===== config.mk =====
export PLATFORM = sky130hd
export DESIGN_NAME = alu_subsystem_md
export DESIGN_NICKNAME = d
export VERILOG_FILES = /design/src/rtl/alu_subsystem_md.sv
export SDC_FILE = /design/constraint.sdc
export NUM_CORES = 1
export LEC_CHECK = 0
export ABC_AREA = 1
export CAP_MARGIN = 20
export CORE_AREA = 2 2 140 142
export DETAILED_ROUTE_END_ITERATION = 10
export DIE_AREA = 0 0 142 144
export PLACE_DENSITY = 0.83
export RECOVER_POWER = 100
export SYNTH_ARGS = -nofsm -noshare
export SYNTH_HDL_FRONTEND = slang
export SYNTH_SLANG_ARGS = --single-unit

===== constraint.sdc =====
create_clock -name Clock -period 8.76 [get_ports Clock]
set_input_delay 0.876 -clock Clock [delete_from_list [all_inputs] [get_ports Clock]]
set_output_delay 0.876 -clock Clock [all_outputs]
set_load 0.01 [all_outputs]

===== src/rtl/alu_subsystem_md.sv =====
// alu_subsystem_md: single-cycle ALU plus iterative unsigned multiply/divide behind a Start/Busy/Done handshake
module alu_subsystem_md #(
  parameter int WIDTH      = 16,
  parameter bit SIGNED_CMP = 1'b1
) (
  input  logic             Clock,
  input  logic             Reset,
  input  logic [WIDTH-1:0] A,
  input  logic [WIDTH-1:0] B,
  input  logic [WIDTH-1:0] PC_In,
  input  logic [WIDTH-1:0] Imm,
  input  logic             ALU_SrcA,
  input  logic [1:0]       ALU_SrcB,
  input  logic [3:0]       ALU_Op,
  input  logic             Start,
  output logic [WIDTH-1:0] ALU_Result,
  output logic [WIDTH-1:0] ALU_Out,
  output logic [WIDTH-1:0] Hi,
  output logic             Busy,
  output logic             Done,
  output logic             EQ,
  output logic             GR,
  output logic             LT,
  output logic             Zero,
  output logic             Ovfl,
  output logic             DivZero
);
  localparam int CW = $clog2(WIDTH);
  typedef enum logic [1:0] {IDLE, MUL, DIV, FIN} state_t;
  state_t           state;
  logic [WIDTH-1:0] op_a, op_b, sum, diff, mc, hi_r, lo_r, res_lo;
  logic [WIDTH:0]   madd, mstep, dtrial;
  logic [CW-1:0]    cnt;
  logic             is_div, dz, ovf_add, ovf_sub, lt_c;
  always_comb begin
    op_a    = ALU_SrcA ? PC_In : A;
    op_b    = ALU_SrcB == 2'd0 ? B : ALU_SrcB == 2'd1 ? Imm : ALU_SrcB == 2'd2 ? WIDTH'(1) : WIDTH'(2);
    sum     = op_a + op_b;
    diff    = op_a - op_b;
    ovf_add = (op_a[WIDTH-1] == op_b[WIDTH-1]) && (sum[WIDTH-1] != op_a[WIDTH-1]);
    ovf_sub = (op_a[WIDTH-1] != op_b[WIDTH-1]) && (diff[WIDTH-1] != op_a[WIDTH-1]);
    lt_c    = SIGNED_CMP ? ($signed(op_a) < $signed(op_b)) : (op_a < op_b);
  end
  always_comb begin
    case (ALU_Op)
      4'd0:    ALU_Result = sum;
      4'd1:    ALU_Result = diff;
      4'd2:    ALU_Result = op_a & op_b;
      4'd3:    ALU_Result = op_a | op_b;
      4'd4:    ALU_Result = ~op_a;
      4'd5:    ALU_Result = op_a << op_b;
      4'd6:    ALU_Result = op_a >> op_b;
      4'd7:    ALU_Result = diff;
      4'd8:    ALU_Result = $signed(op_a) >>> op_b;
      4'd9:    ALU_Result = op_a ^ op_b;
      default: ALU_Result = '0;
    endcase
  end
  // hi_r/lo_r hold partial product or remainder/quotient; mc is multiplicand or divisor
  always_comb begin
    madd   = {1'b0, hi_r} + {1'b0, mc};
    mstep  = lo_r[0] ? madd : {1'b0, hi_r};
    dtrial = {hi_r, lo_r[WIDTH-1]} - {1'b0, mc};
    dz     = is_div && (mc == '0);
    res_lo = dz ? '1 : lo_r;
  end
  always_ff @(posedge Clock) begin
    if (Reset) begin
      state   <= IDLE;
      ALU_Out <= '0;
      Hi      <= '0;
      Busy    <= 1'b0;
      Done    <= 1'b0;
      EQ      <= 1'b0;
      GR      <= 1'b0;
      LT      <= 1'b0;
      Zero    <= 1'b1;
      Ovfl    <= 1'b0;
      DivZero <= 1'b0;
      cnt     <= '0;
      hi_r    <= '0;
      lo_r    <= '0;
      mc      <= '0;
      is_div  <= 1'b0;
    end else begin
      Done <= 1'b0;
      case (state)
        IDLE: if (Start) begin
          if (ALU_Op == 4'd10 || ALU_Op == 4'd11) begin
            is_div <= ALU_Op[0];
            mc     <= ALU_Op[0] ? op_b : op_a;
            lo_r   <= ALU_Op[0] ? op_a : op_b;
            hi_r   <= '0;
            cnt    <= '0;
            Busy   <= 1'b1;
            state  <= ALU_Op[0] ? DIV : MUL;
          end else begin
            ALU_Out <= ALU_Result;
            Zero    <= ALU_Result == '0;
            EQ      <= op_a == op_b;
            LT      <= lt_c;
            GR      <= !lt_c && (op_a != op_b);
            Ovfl    <= (ALU_Op == 4'd0 && ovf_add) || ((ALU_Op == 4'd1 || ALU_Op == 4'd7) && ovf_sub);
            DivZero <= 1'b0;
            Done    <= 1'b1;
          end
        end
        MUL: begin
          {hi_r, lo_r} <= {mstep, lo_r[WIDTH-1:1]};
          cnt          <= cnt + 1'b1;
          if (cnt == CW'(WIDTH - 1)) state <= FIN;
        end
        DIV: begin
          hi_r  <= dtrial[WIDTH] ? {hi_r[WIDTH-2:0], lo_r[WIDTH-1]} : dtrial[WIDTH-1:0];
          lo_r  <= {lo_r[WIDTH-2:0], ~dtrial[WIDTH]};
          cnt   <= cnt + 1'b1;
          if (cnt == CW'(WIDTH - 1)) state <= FIN;
        end
        FIN: begin
          ALU_Out <= res_lo;
          Hi      <= hi_r;
          Zero    <= res_lo == '0;
          Ovfl    <= !is_div && (hi_r != '0);
          DivZero <= dz;
          Busy    <= 1'b0;
          Done    <= 1'b1;
          state   <= IDLE;
        end
        default: state <= IDLE;
      endcase
    end
  end
endmodule


* Word level (Yosys, flattened, before mapping)
Cells that the tools add are included.
** Word-level totals
- Word-level logic and storage cells :: 131
- Output and inout port bits :: 56
- Register bits after elaboration :: 95
- Input port bits :: 74
** Cells by class
- Mux-type cells :: 42
- $add $sub $neg :: 5
- Bitwise logic cells :: 6
- Reduce and logical (&&, ||, !) cells :: 31
- Shift-type cells :: 3
- Equal/unequal tests :: 27
- Magnitude comparators :: 1
** Operators with widths (count)
- 2-to-1 mux 16 bit :: 13
- case mux 16 bit (9 select lines) :: 1
- case mux 16 bit (3 select lines) :: 2
- logical NOT 16 bit :: 3
- case mux 16 bit (2 select lines) :: 1
- AND reduction 3 bit :: 7
- == test 4 bit, second input constant :: 5
- adder 16 x 16 -> 17 bit :: 1
- 2-to-1 mux 17 bit :: 1
- subtractor 17 x 16 -> 17 bit :: 1
- adder 16 bit :: 1
- AND 16 bit :: 1
- == test 16 bit :: 1
- == test 4 x 3 -> 1 bit, second input constant :: 4
- less-than comparator 16 bit :: 1
- != test 16 bit :: 1
- inverter 16 bit :: 1
- OR 16 bit :: 1
- nonzero test 16 bit :: 1
- left shift 16 x 16 -> 16 bit :: 1
- >> shifter 16 x 16 -> 16 bit :: 1
- >>> shifter 16 x 16 -> 16 bit :: 1
- subtractor 16 bit :: 1
- bitwise XOR 16 bit :: 1
- 24 further kinds :: 63

* Longest topological paths before layout
Gate-level depths: netlist (run 1).
- Word-level depth :: 12
- Depth in mapped cells :: 31
- Mapped depth without buffers :: 29

* Worst setup path after synthesis (run 1)
No wires, ideal clock.
- Path kind :: input to output
- From :: in ALU_SrcB[1]
- To :: out ALU_Result[14]
- Data arrival time :: 3673 ps
- Buffers on the path :: 4
- Setup slack :: 4211 ps
- Data required time :: 7884 ps
- Stages :: 21
- Cells stage by stage :: nor2_4 buf_8 inv_2 o22ai_2 inv_2 buf_2 buf_2 ha_1 buf_2 o21ai_0 a21oi_1 o21ai_0 a21oi_1 inv_1 nand2_1 nand2_1 nand2_1 nand2_1 a21oi_1 nor2_1 o211ai_2
** On the way
- Cells in the longest elaborated chain, start to end :: 6
- Elaborated cells on any way between the ends :: 15
- Classes of those cells :: add/sub (2); eq/ne (2); shift (3); mux (4); bitwise (3); reduce/logical (1)
** Ends and longest elaborated chain
- from (decl) :: RTL line 13 : input logic [1:0] ALU_SrcB,
- == test 2 bit :: RTL line 37 : op_b = ALU_SrcB == 2'd0 ? B : ALU_SrcB == 2'd1 ? Imm : ALU_SrcB == 2'd2 ? WIDTH'(1) : WIDTH'(2);
- 2-to-1 mux 2 bit :: RTL line 37
- 2-to-1 mux 16 bit :: RTL line 37
- 2-to-1 mux 16 bit * :: RTL line 37
- subtractor 16 bit, or another cell as far along :: RTL line 39 : diff = op_a - op_b;
- case mux 16 bit (9 select lines) * :: RTL line 45 : case (ALU_Op)
- to (decl) :: RTL line 16 : output logic [WIDTH-1:0] ALU_Result,
Mark *: on every way between the ends. The rest lies on a longest branch, timed or not.

* Final worst setup path (run 1)
- From :: in ALU_SrcB[0]
- To :: out ALU_Result[14]
Same word-level chain as after synthesis.

==> results.md, run 1 <==
* Status: finished with violations
* Failing checks: max-capacitance violations, max-slew violations
* Worst Max-Slew Pin Slew at 3.141 ns
* Placer Congestion at 1.083
* Clk pwr share at 18.6%
* Resized Gates After CTS at 0
* Vias in the first global route at 12.52k
* Drt pass-1 iters at 6
* Fin crit share at 86.73%
* CTS tree: built
* Top FF cell, synth: dfxtp_1
* Worst setup EP type: output pin
* Antenna diodes at 0
* Finished Layout Cells at 2,133
* Setup TNS at 0 ns
* Minimum clock period at 7.597 ns
* Mapped Nets at 1,987
* Comb power frac at 57.2%
* Top cell type's share of synthesized area at 17.01%
* Gate Count Post-Synth at 1,822
* Hold Path Class: reg2reg
* RR Startpoint: state[0]
* Root Buffer: clkbuf_16
* Clk sinks at 95
* Layout cell share with drive strength beyond 1 at 6.544%
* Worst Setup Path Type: in2out
* Hold path depth at 2
* IO Pins at 130
* Vias at 13.59k
* CP required at 7.88 ns
* Switching share of power at 50.63%
* Clock Latency Late Sink at 0.37 ns
* CTS Hold Buffers Added at 0
* Synth area leaders: dfxtp_1, nand2_1, ha_1
* Worst Hold End: ALU_Out[8]
* H-tree levels at 3
* Die Ht at 144 um
* Cells on worst reg2reg path at 12
* YS warnings at 0
* DRT iter0 DRCs at 1,724
* GRT overflow at 0
* Clock Tree Buf Depth at 2
* Initial Util at 58.60%
* Synth cell types at 64
* Synth area leader: dfxtp_1
* Die Span X at 142 um
* Async SR Flop Fraction at 0%
* Final Max Slew Viols at 132
* Avg Cell Area, Syn at 6.137 sq um
* Top delay family on crit path: buffers and inverters
* IO Port Bufs at 129
* Synthesis-to-layout area growth at 14.26%
* PD cells at 176.2 mW/mm^2
* Final WL at 45,050 um
* Peak supply drop at 0.1522 mV
* Most used cell, CP: nand2_1
* Critical hold path startpoint: ALU_Out[8]
* Critical path data arrival time at 6.72 ns
* P_leak at 5.881 nW
* Int Power at 1.111 mW
* CP Launch Type: input pin
* Die footprint at 0.02045 sq mm
* Antenna-violating nets left at 0
* Row count at 51
* Max transition margin at -109.4%
* Cell area after synthesis at 0.01118 sq mm
* Max Fclk at 131.6 MHz
* Crit path cell chain: dlygate4sd3_1 -> nor2_1 -> inv_1 -> o22ai_2 -> buf_4 -> inv_2 -> ha_1 -> o21ai_0 -> a21oi_1 -> o21ai_0 -> a21oi_1 -> inv_1 -> nand2_1 -> nand2_1 -> nand2_1 -> nand2_1 -> a21oi_1 -> nor2_1 -> o211ai_2 -> clkdlybuf4s50_1
* First-pass GRT wire length at 68,810 um
* R2R Setup Slk at 3.52 ns
* Post-layout util at 66.96%
* Critical R2R Capture: lo_r[6]
* Sequential power share at 24.2%
* Psw at 1.140 mW
* Setup bufs post-CTS at 0
* CTS Buf Count at 9
* Post-synth EDFFs at 0
* Drt drc at 0
* Hpwl dp at 34,870 um
* Maxcap violations at 3
* CTS clock-pin slew for the worst setup and hold paths at 0.08 ns
* Final Hold Vio Count at 0
* Critical-path top delay cell: nor2_1
* Finish-stage setup viols at 0
* Post-synthesis sequential area ratio at 17.01%
* Largest net degree at the start of global routing at 61
* DR vias/cell at 6.371
* Core area at 0.01908 sq mm
* Final Net Count at 2,055
* RSZ-0062 raised after global routing: no
* Antenna violations before repair at 1
* CP max FO at 40
* Placed Instances at 2,117
* Max incr delay on CP at 0.96 ns
* Drt wl/cell at 21.12 um
* Fillers at 1,756
* GRT Total Usage at 43.54%
* Critical path buffers and inverters at 6
* Register bit count reported by yosys at 95
* Final Skew at 0.02002 ns
==> kinds of logic after synthesis <==
family | Yosys count | share of synthesized area [%]
AOI/OAI and AO/OA | 501 | 26.02
adders and majority gates | 91 | 10.45
xor gates and xnor gates | 29 | 2.272
DFF | 95 | 17.01
and+or+nand+nor | 794 | 32.81
buffers and inverters | 312 | 11.44
==> how the worst max path moves through the flow <==
stage                endpoint  cells after the start  slack (ns)   startpoint
6_report       ALU_Result[14]                     20        1.16  ALU_SrcB[0]
3_3_place_gp   ALU_Result[14]                     20        2.17  ALU_SrcB[0]
2_1_floorplan  ALU_Result[14]                     21        4.21  ALU_SrcB[1]
4_1_cts        ALU_Result[14]                     20        2.00  ALU_SrcB[0]
3_5_place_dp   ALU_Result[14]                     20        2.03  ALU_SrcB[0]
5_1_grt        ALU_Result[14]                     20        0.81  ALU_SrcB[0]
==> layout by cell type, fill, tap and decap left out, types with 4 or more instances in the layout <==
cell	count
nor4_1	11
nand2_2	27
nor2_1	99
xnor2_1	9
ha_1	87
o21ai_1	22
nand2_4	8
nand2_1	403
o21bai_1	7
dlygate4sd3_1	56
a21oi_1	190
a21boi_0	7
a221oi_1	27
a31oi_1	9
o21ai_2	4
nand4_2	5
clkbuf_16	9
nor3_1	13
or2_2	4
nand4_1	25
o221ai_1	11
xor2_1	20
buf_4	22
nand3_2	9
fa_1	4
inv_1	203
o211ai_1	16
nor2_2	4
o21ai_0	142
nand3_1	172
a211oi_1	4
a22oi_1	4
o22ai_1	33
o2111ai_1	5
clkdlybuf4s50_1	72
inv_2	10
dfxtp_1	95
==> layout make-up <==
type	instances	area, sq um	share of cell area [%]
tap	238	297.8	2.331
timing repair buffer	154	1463	11.45
sequential	95	1902	14.89
clock buffer	9	225.2	1.763
inverter	215	807.0	6.317
multi-input combinational	1415	7994	62.58
clock inverter	7	86.33	0.6758
==> routing by layer <==
| metal | share of wire [%] | vias to the layer above | global-route usage, % | wire length, um |
|---|---|---|---|---|
| li1 | - | 6367 | - | - |
| met3 | 9.8 | 181 | 8.709 | 4396 |
| met4 | 6.6 | 2 | 25.16 | 2990 |
| met5 | 0.091 | - | 0 | 41 |
| met1 | 38 | 6211 | 53.35 | 17200 |
| met2 | 45 | 829 | 71.35 | 20430 |
==> flip-flops by register name, summed over array words and instances, names as in the netlist <==
signal / cells
EQ: 1
DivZero: 1
lo_r: 16
ALU_Out: 16
hi_r: 16
mc: 16
GR: 1
LT: 1
is_div: 1
Busy: 1
Zero: 1
Hi: 16
state: 2
Ovfl: 1
Done: 1
cnt: 4
==> per-stage QoR <==
stage                     setup WS, ns  power [mW]  instance area, sq um  hold WS, ns
after detailed placement         2.032       1.810                 12510       0.4517
after global placement           2.173       1.794                 12510       0.4535
after global routing            0.8082       2.378                 12770       0.4855
after CTS                        2.002       2.228                 12820       0.4708
final                            1.163       2.251                 12770       0.4674
after floorplan                  4.211       1.380                 11180       0.4583
==> synthesized netlist by cell type, types with 14 or more instances <==
cell type,count
nor2_1,97
a21oi_1,190
nand2_2,31
buf_2,25
nor3_1,14
nand4_1,25
inv_1,202
o211ai_1,16
nand2_1,399
a221oi_1,27
dfxtp_1,95
clkbuf_1,60
xor2_1,20
ha_1,87
o21ai_0,141
o21ai_1,23
nand3_1,171
o22ai_1,33
==> tightest hold or removal path, stage by stage, from the launching register on <==
cell     delay, ns
dfxtp_1       0.31
nand2_1       0.06
a21oi_1       0.05
==> power by group through the flow <==
| stage | combinational [mW] | sequential, mW | clock, mW |
|---|---|---|---|
| floorplan | 0.828 | 0.552 | 0 |
| global placement | 1.25 | 0.548 | 0 |
| detailed placement | 1.26 | 0.550 | 0 |
| CTS | 1.27 | 0.542 | 0.419 |
| global route | 1.39 | 0.549 | 0.439 |
| finish | 1.29 | 0.544 | 0.420 |
No activity file was read; power rests on OpenSTA's default activity.
==> inputs of run 2 (changes only) <==
--- a/config.mk
+++ b/config.mk
@@ -12,6 +12,7 @@
 export DIE_AREA = 0 0 142 144
 export PLACE_DENSITY = 0.83
 export RECOVER_POWER = 100
+export SLEW_MARGIN = 10
 export SYNTH_ARGS = -nofsm -noshare
 export SYNTH_HDL_FRONTEND = slang
 export SYNTH_SLANG_ARGS = --single-unit
==> results of run 2 <==
The final DEF is identical to that of run 1; final timing and power are the same.
